<file path="config.mk">
export PLATFORM = sky130hd
export DESIGN_NAME = fifo_burst_rd_m
export DESIGN_NICKNAME = d
export VERILOG_FILES = /design/src/rtl/fifo_burst_rd_m.sv
export SDC_FILE = /design/constraint.sdc
export NUM_CORES = 1
export LEC_CHECK = 0
export CAP_MARGIN = 0
export CORE_MARGIN = 5
export CORE_UTILIZATION = 45
export DETAILED_ROUTE_END_ITERATION = 10
export PLACE_DENSITY = 0.73
export SLEW_MARGIN = 20
export SYNTH_ARGS = -nofsm -noshare
export SYNTH_HDL_FRONTEND = slang
export SYNTH_SLANG_ARGS = --single-unit
</file>
<file path="constraint.sdc">
create_clock -name clk -period 1.6 [get_ports clk]
set_clock_uncertainty 0.05 [all_clocks]
set_input_delay 0.32 -clock clk [delete_from_list [all_inputs] [get_ports clk]]
set_output_delay 0.32 -clock clk [all_outputs]
set_load 0.005 [all_outputs]
</file>
<file path="src/rtl/fifo_burst_rd_m.sv">
// Burst drain stage for a single-clock FWFT FIFO: pops the FIFO head as bursts of up to
// BURST_LEN beats on a valid/ready stream, flushing a partial burst after TIMEOUT idle cycles.
module fifo_burst_rd_m #(
  parameter type DATA_ITEM_TYPE = logic,
  parameter int  DEPTH          = 32,
  parameter int  BURST_LEN      = 8,
  parameter int  TIMEOUT        = 64,
  localparam int DATA_COUNT_W   = $clog2(DEPTH + 1),
  localparam int LEN_W          = $clog2(BURST_LEN + 1)
) (
  input  logic                    clk,
  input  logic                    rst,
  input  DATA_ITEM_TYPE           head,
  input  logic                    empty,
  input  logic [DATA_COUNT_W-1:0] data_count,
  input  logic                    rd_rst_busy,
  output logic                    pop,
  output DATA_ITEM_TYPE           m_data,
  output logic                    m_valid,
  output logic                    m_last,
  input  logic                    m_ready,
  output logic                    busy,
  output logic [LEN_W-1:0]        burst_len
);

  localparam int WAIT_W = $clog2(TIMEOUT + 1);

  typedef enum logic {
    S_IDLE  = 1'b0,
    S_BURST = 1'b1
  } state_e;

  state_e             state_q, state_d;
  logic [WAIT_W-1:0]  wait_cnt_q, wait_cnt_d;
  logic [LEN_W-1:0]   beat_cnt_q, beat_cnt_d;
  logic [LEN_W-1:0]   burst_len_q, burst_len_d;

  logic full_ok;
  logic tmo_ok;

  always_ff @(posedge clk) begin
    if (rst) begin
      state_q     <= S_IDLE;
      wait_cnt_q  <= '0;
      beat_cnt_q  <= '0;
      burst_len_q <= '0;
    end else begin
      state_q     <= state_d;
      wait_cnt_q  <= wait_cnt_d;
      beat_cnt_q  <= beat_cnt_d;
      burst_len_q <= burst_len_d;
    end
  end

  // Full bursts win over the timeout flush when both are possible.
  assign full_ok = (data_count >= DATA_COUNT_W'(BURST_LEN));
  assign tmo_ok  = (wait_cnt_q == WAIT_W'(TIMEOUT)) && (data_count != '0);

  always_comb begin
    state_d     = state_q;
    wait_cnt_d  = wait_cnt_q;
    beat_cnt_d  = beat_cnt_q;
    burst_len_d = burst_len_q;
    case (state_q)
      S_IDLE: begin
        if (empty) begin
          wait_cnt_d = '0;
        end else if (!rd_rst_busy && (wait_cnt_q != WAIT_W'(TIMEOUT))) begin
          wait_cnt_d = wait_cnt_q + WAIT_W'(1);
        end
        if (!rd_rst_busy && (full_ok || tmo_ok)) begin
          state_d    = S_BURST;
          wait_cnt_d = '0;
          beat_cnt_d = '0;
          // Timeout path only: data_count is below BURST_LEN here, so truncation is safe.
          burst_len_d = full_ok ? LEN_W'(BURST_LEN) : LEN_W'(data_count);
        end
      end
      S_BURST: begin
        wait_cnt_d = '0;
        if (pop) begin
          beat_cnt_d = beat_cnt_q + LEN_W'(1);
          if (m_last) begin
            state_d = S_IDLE;
          end
        end
      end
      default: state_d = S_IDLE;
    endcase
  end

  always_comb begin
    busy      = (state_q == S_BURST);
    burst_len = burst_len_q;
    m_valid   = 1'b0;
    m_last    = 1'b0;
    pop       = 1'b0;
    m_data    = '0;
    if (state_q == S_BURST) begin
      m_valid = !empty && !rd_rst_busy;
      m_data  = head;
      m_last  = m_valid && (beat_cnt_q == (burst_len_q - LEN_W'(1)));
      pop     = m_valid && m_ready;
    end
  end

endmodule

</file>
==> results.py, run 1 <==
metrics = {
    "run_status": {
        "violations": "negative setup slack",
        "outcome": "finished, violations left",
    },
    "sta": {
        "slew_violations": 0,
        "setup_violations": 2,
        "worst_slew_pin_slew_ns": 0.3164,
        "hold_viol": 0,
        "final.setup.tns_ns": -0.3060,
        "slew_headroom_pct": 78.75,
        "fin_crit_ns": 1.859,
        "fin_ws_ns": -0.2587,
        "rsz0062_at_grt": "true",
        "fmax_mhz": 538.0,
        "fin_crit_sh_pct": 116.2,
        "fin_hold_ws_ns": 0.3644,
    },
    "yosys": {
        "ys_types": 31,
        "yosysWarnings": 0,
        "synth_top_area_cell": "dfxtp_1",
        "synth_top_area_share_pct": 34.74,
        "ys_ff_latch": 16,
        "synth_nets": 118,
        "ys_top_cells_by_area": "dfxtp_1 (35%), xnor2_1 (6.6%), xor2_1 (5.7%)",
        "ys_seq_area_share_pct": 34.74,
        "netlist_area_um2": 922.1,
        "syn_avg_cell_area_um2": 9.041,
        "syn_inst": 102,
    },
    "cts": {
        "clock_sinks": 16,
        "insertion_delay_ns": 0.29,
        "cts-root-buf": "clkbuf_4",
        "cts_buffers": 3,
        "tritoncts": "yes",
        "clkTransAtPathRegs_ns": 0.10,
        "ctsHoldBuffers": 0,
        "htreeDepth": 1,
        "cts_buffer_depth": 2,
    },
    "placed_design": {
        "place_area_um2": 1292,
        "place_ws_ns": -0.5490,
        "dp_cells": 168,
        "gp_congestion": 0.7455,
        "dp_hpwl_um": 1828,
        "io_buffers": 20,
    },
    "pwr": {
        "power.density_nw_per_um2": 559.6,
        "power_leakage_nw": 0.5912,
        "p_total_mw": 0.8045,
        "vdd_drop_max_uv": 409.3,
    },
    "floorplanning": {
        "start_util_pct": 47.00,
        "dieArea_um2": 3054,
        "io_pins": 21,
        "die_height_um": 55.27,
        "placementRows": 16,
        "die_w_um": 55.27,
        "core-area_um2": 1962,
    },
    "grt": {
        "first_global_vias": 954,
        "antenna_found_initial": 0,
        "grt_pass1_wl_um": 4174,
        "grt_overflow_total": 0,
        "grt_util_all_layers_pct": 16.74,
        "grt_max_degree": 10,
    },
    "min_path": {
        "hold_path.class": "in -> reg",
    },
    "worst_setup_path": {
        "start_kind": "flop",
        "cp.arrival_ns": 1.49,
        "crit_type": "reg -> out",
        "r2r_cells": 8,
        "endpoint": "m_last",
        "end_kind": "output pin",
        "cp_data_required_time_ns": 1.23,
        "reg2reg_to": "busy$_SDFF_PP0_",
        "reg2reg_from": "burst_len[1]$_SDFFE_PP0P_",
        "worstSetupStartpoint": "burst_len[1]$_SDFFE_PP0P_",
        "critPathMaxFanout": 2,
        "rrSetupSlack_ns": -0.05,
    },
    "detailed_routing": {
        "drt.antenna.violating_nets": 0,
        "wl_per_cell_um": 13.89,
        "firstDrtPassIters": 4,
        "vias_per_cell": 4.955,
        "drtIter0Drc": 12,
        "finalWirelength_um": 2486,
        "drc": 0,
        "num_vias": 887,
    },
    "cells_and_area": {
        "final_core_util_pct": 73.28,
        "drive_gt1_share_pct": 40.13,
        "fin_cells": 179,
        "fillers": 149,
        "final_area_um2": 1438,
        "area_growth_pct": 55.90,
        "nets": 169,
        "antenna_cells": 0,
    },
    "flow_run": {
        "max_cap_viol_count": 0,
    },
}
[logic make-up after synthesis]
logic type / Yosys count / share of synthesized area (%)
multiplexers: 1 / 1.086
flip-flops: 16 / 34.74
adder cells (fa/ha/maj): 4 / 5.428
AO/OA/AOI/OAI: 12 / 10.04
buffers and inverters: 7 / 3.934
AND/OR/NAND/NOR: 49 / 32.43
XOR/XNOR: 13 / 12.35
[synth_stat cells]
library cell / instances
nor2_1: 10
or4_4: 1
nand2b_1: 1
nand2_1: 10
mux2i_1: 1
nand4_1: 4
and2_1: 1
nor3_1: 5
nand3_1: 4
a221oi_2: 1
nand4b_1: 1
o21ai_2: 1
nand4_4: 1
or3_2: 1
nor2_4: 1
xor2_1: 6
clkbuf_8: 1
and4bb_4: 1
a31oi_4: 1
xnor2_1: 7
or2b_2: 1
or2_1: 4
inv_2: 1
ha_1: 4
nor3b_2: 1
inv_1: 5
and4b_1: 1
and4_1: 1
a211oi_1: 1
dfxtp_1: 16
a21oi_1: 8
[timing repair]
item,CTS,global route
setup buffers,6,4
gates resized for setup,31,11
setup endpoints to repair,19,14
hold endpoints to repair,0,0
pin swaps,11,8
[placed cells by master, fill, tap and decap left out, drive strengths merged, types with 6 or more instances in the layout]
cell type / n
a21oi: 8
xor2: 6
dlygate4sd2: 9
clkdlybuf4s50: 6
inv: 6
nand2: 10
buf: 28
dfxtp: 16
nor2: 11
xnor2: 7
clkbuf: 6
[per-layer routing]
metal,part of all wire (%),GRT usage (%),vias up
met3,4.9,3.963,6
met4,2.3,6.597,0
met2,54,31.25,22
met5,0,0,-
li1,-,-,453
met1,39,17.80,406
[power breakdown]
group | leakage (nW) | switching [mW] | total [mW] | internal (mW)
combinational | 0.438 | 0.0552 | 0.123 | 0.0676
sequential | 0.132 | 0.00354 | 0.408 | 0.404
clock | 0.0210 | 0.135 | 0.274 | 0.139
total | 0.591 | 0.194 | 0.805 | 0.611
[worst min path at each step]
stage	start	end	slack, ns	cells after the start
6_report	data_count[0]	burst_len[0]$_SDFFE_PP0P_	0.36	4
5_1_grt	data_count[0]	burst_len[0]$_SDFFE_PP0P_	0.36	4
4_1_cts	data_count[1]	burst_len[1]$_SDFFE_PP0P_	0.46	4
3_5_place_dp	wait_cnt_q[6]$_SDFFE_PP0P_	wait_cnt_q[6]$_SDFFE_PP0P_	0.49	2
3_3_place_gp	wait_cnt_q[6]$_SDFFE_PP0P_	wait_cnt_q[6]$_SDFFE_PP0P_	0.46	2
2_1_floorplan	m_ready	busy$_SDFF_PP0_	0.35	1
[registers in the layout, indices dropped and copies added (netlist names)]
signal,cells
burst_len,4
busy,1
beat_cnt_q,4
wait_cnt_q,7
[area by class of cell]
class                      instances  area (um2)  area share, %
clock buffer                       4       36.28          2.524
timing repair buffer              47       382.9          26.63
inverter                           6       22.52          1.567
multi-input combinational         79       634.4          44.13
sequential                        16       327.8          22.80
tap                               27       33.78          2.350
[critical path, cell delays in order, from the launching register on]
cell and delay, ns:
dfxtp_2 0.35, inv_2 0.04, ha_4 0.23, xnor2_2 0.13
nor2_1 0.09, and4_1 0.23, buf_2 0.13
(Power assumes the default switching activity.)
==> inputs of run 2 (changes only) <==
--- a/config.mk
+++ b/config.mk
@@ -10,6 +10,7 @@
 export CORE_UTILIZATION = 45
 export DETAILED_ROUTE_END_ITERATION = 10
 export PLACE_DENSITY = 0.73
+export REMOVE_ABC_BUFFERS = 1
 export SLEW_MARGIN = 20
 export SYNTH_ARGS = -nofsm -noshare
 export SYNTH_HDL_FRONTEND = slang
==> constraint.sdc (replaced) <==
create_clock -name clk -period 2.1 [get_ports clk]
set_clock_uncertainty 0.05 [all_clocks]
set_input_delay 0.42 -clock clk [delete_from_list [all_inputs] [get_ports clk]]
set_output_delay 0.42 -clock clk [all_outputs]
set_load 0.005 [all_outputs]
==> results.py, run 2 (synthesis results as in run 1) <==
metrics = {
    "placed_design": {
        "place_area_um2": 1210,
        "dp_cells": 157,
        "place_ws_ns": -0.2360,
        "io_buffers": 20,
        "dp_hpwl_um": 1511,
        "gp_congestion": 0.7437,
    },
    "sta": {
        "fin_crit_ns": 2.049,
        "worst_slew_pin_slew_ns": 0.3187,
        "fmax_mhz": 488.0,
        "hold_viol": 0,
        "fin_crit_sh_pct": 97.58,
        "slew_violations": 0,
        "fin_ws_ns": 0.05083,
        "setup_violations": 0,
        "slew_headroom_pct": 78.59,
    },
    "flow_run": {
        "max_cap_viol_count": 0,
    },
    "min_path": {
        "min_path_cells": 2,
        "hold_path.class": "reg -> reg",
    },
    "cells_and_area": {
        "drive_gt1_share_pct": 26.76,
        "fillers": 173,
        "fin_cells": 169,
        "area_growth_pct": 43.56,
        "largest_register_ffs": 7,
        "final_area_um2": 1324,
        "regMostFlops": "wait_cnt_q",
        "final_cell_mix": "buf_4 (17), clkdlybuf4s50_1 (16), dfxtp_1 (13)",
        "nets": 159,
        "antenna_cells": 0,
        "layout_commonest_cell": "buf_4",
    },
    "run_status": {
        "outcome": "finished, final reports clean",
    },
    "grt": {
        "first_global_vias": 913,
        "grt_overflow_total": 0,
        "antenna_found_initial": 0,
        "grt_util_all_layers_pct": 14.91,
        "grt_pass1_wl_um": 3726,
        "grt_max_degree": 10,
    },
    "floorplanning": {
        "dieArea_um2": 3054,
        "core-area_um2": 1962,
        "start_util_pct": 47.00,
        "placementRows": 16,
        "io_pins": 21,
        "die_w_um": 55.27,
        "die_height_um": 55.27,
    },
    "pwr": {
        "p_total_mw": 0.6017,
        "power.density_nw_per_um2": 454.6,
        "vdd_drop_max_uv": 419.1,
        "power_leakage_nw": 0.5050,
    },
    "detailed_routing": {
        "wl_met1_um": 922,
        "firstDrtPassIters": 2,
        "wl_per_cell_um": 12.54,
        "wl_met3_um": 81,
        "finalWirelength_um": 2119,
        "vias_per_cell": 4.970,
        "wl_met2_um": 1064,
        "drt.antenna.violating_nets": 0,
        "num_vias": 840,
        "drtIter0Drc": 6,
        "drc": 0,
        "highest_layer": "met4",
    },
    "worst_setup_path": {
        "crit_path_cell_trace": "dlygate4sd2_1 -> nor3b_4 -> buf_4 -> clkdlybuf4s50_1",
        "crit_type": "in -> out",
        "end_kind": "output pin",
        "cp.arrival_ns": 1.58,
        "critPathMaxFanout": 3,
        "start_kind": "primary input",
        "max_stage_delay_ns": 0.49,
        "crit_slowest_cell": "clkdlybuf4s50_1",
        "cp_data_required_time_ns": 1.63,
        "r2r_cells": 12,
    },
    "cts": {
        "cts_buffer_depth": 2,
        "tritoncts": "yes",
        "clock_sinks": 16,
        "cts_buffers": 3,
        "clkTransAtPathRegs_ns": 0.10,
        "htreeDepth": 1,
        "insertion_delay_ns": 0.29,
        "cts-root-buf": "clkbuf_4",
    },
}
==> run 2: cell count changes in the layout (fill, tap and decap cells not counted), moves of 2 or more <==
| cell | change |
|---|---|
| nor3_1 | +3 |
| dlygate4sd2_1 | -7 |
| nor3_2 | -3 |
| clkbuf_2 | -2 |
| dfxtp_2 | -4 |
| clkdlybuf4s50_1 | +10 |
| buf_4 | -9 |
| dfxtp_1 | +3 |
==> run 2: metal layers <==
| layer | global-route usage [%] | vias up |
|---|---|---|
| met5 | 0 | - |
| met4 | 9.028 | 0 |
| met3 | 3.263 | 5 |
| met2 | 27.03 | 19 |
| met1 | 15.42 | 382 |
| li1 | - | 434 |
==> run 2: report_power, final <==
group          internal, mW  switching [mW]  total, mW
clock                 0.106           0.101      0.207
sequential            0.307         0.00477      0.312
combinational        0.0486          0.0341     0.0828
==> run 2: layout make-up <==
cell class                      instances  area (um2)  share of cell area (%)
Multi-Input combinational cell         79       581.8                   43.95
Sequential cell                        16       326.6                   24.67
Timing Repair Buffer                   37       322.8                   24.39
Clock buffer                            4       36.28                   2.741
Tap cell                               27       33.78                   2.552
Inverter                                6       22.52                   1.701
==> run 2: final timing paths <==
kind,start,end,slack (ns)
hold / removal,burst_len[3]$_SDFFE_PP0P_,burst_len[3]$_SDFFE_PP0P_,0.44
setup / recovery,empty,m_valid,0.05
hold reg to reg,burst_len[3]$_SDFFE_PP0P_,burst_len[3]$_SDFFE_PP0P_,0.44
setup reg to reg,busy$_SDFF_PP0_,beat_cnt_q[0]$_SDFFE_PP0P_,0.09
==> run 2: what timing repair did <==
| item | CTS | global route |
|---|---|---|
| buffers inserted | 8 | 0 |
| endpoints found under the setup margin | 3 | 4 |
| hold buffers | 0 | 0 |
| pin swaps | 5 | 2 |
| resized for setup | 10 | 4 |
==> run 2: metrics by stage <==
stage | util [%] | hold slack [ns] | TNS (ns)
floorplan | - | 0.4202 | 0
global placement | 61.67 | 0.4191 | -0.3973
detailed placement | 61.67 | 0.4271 | -0.5392
CTS | 66.71 | 0.4410 | 0
global route | 67.47 | 0.4750 | -0.02456
finish | 67.47 | 0.4380 | 0
==> run 2: worst max-delay path, delay by kind of cell <==
family / cells / cell delay, ns
buffers and inverters: 3 / 0.90
AND/OR/NAND/NOR: 1 / 0.26
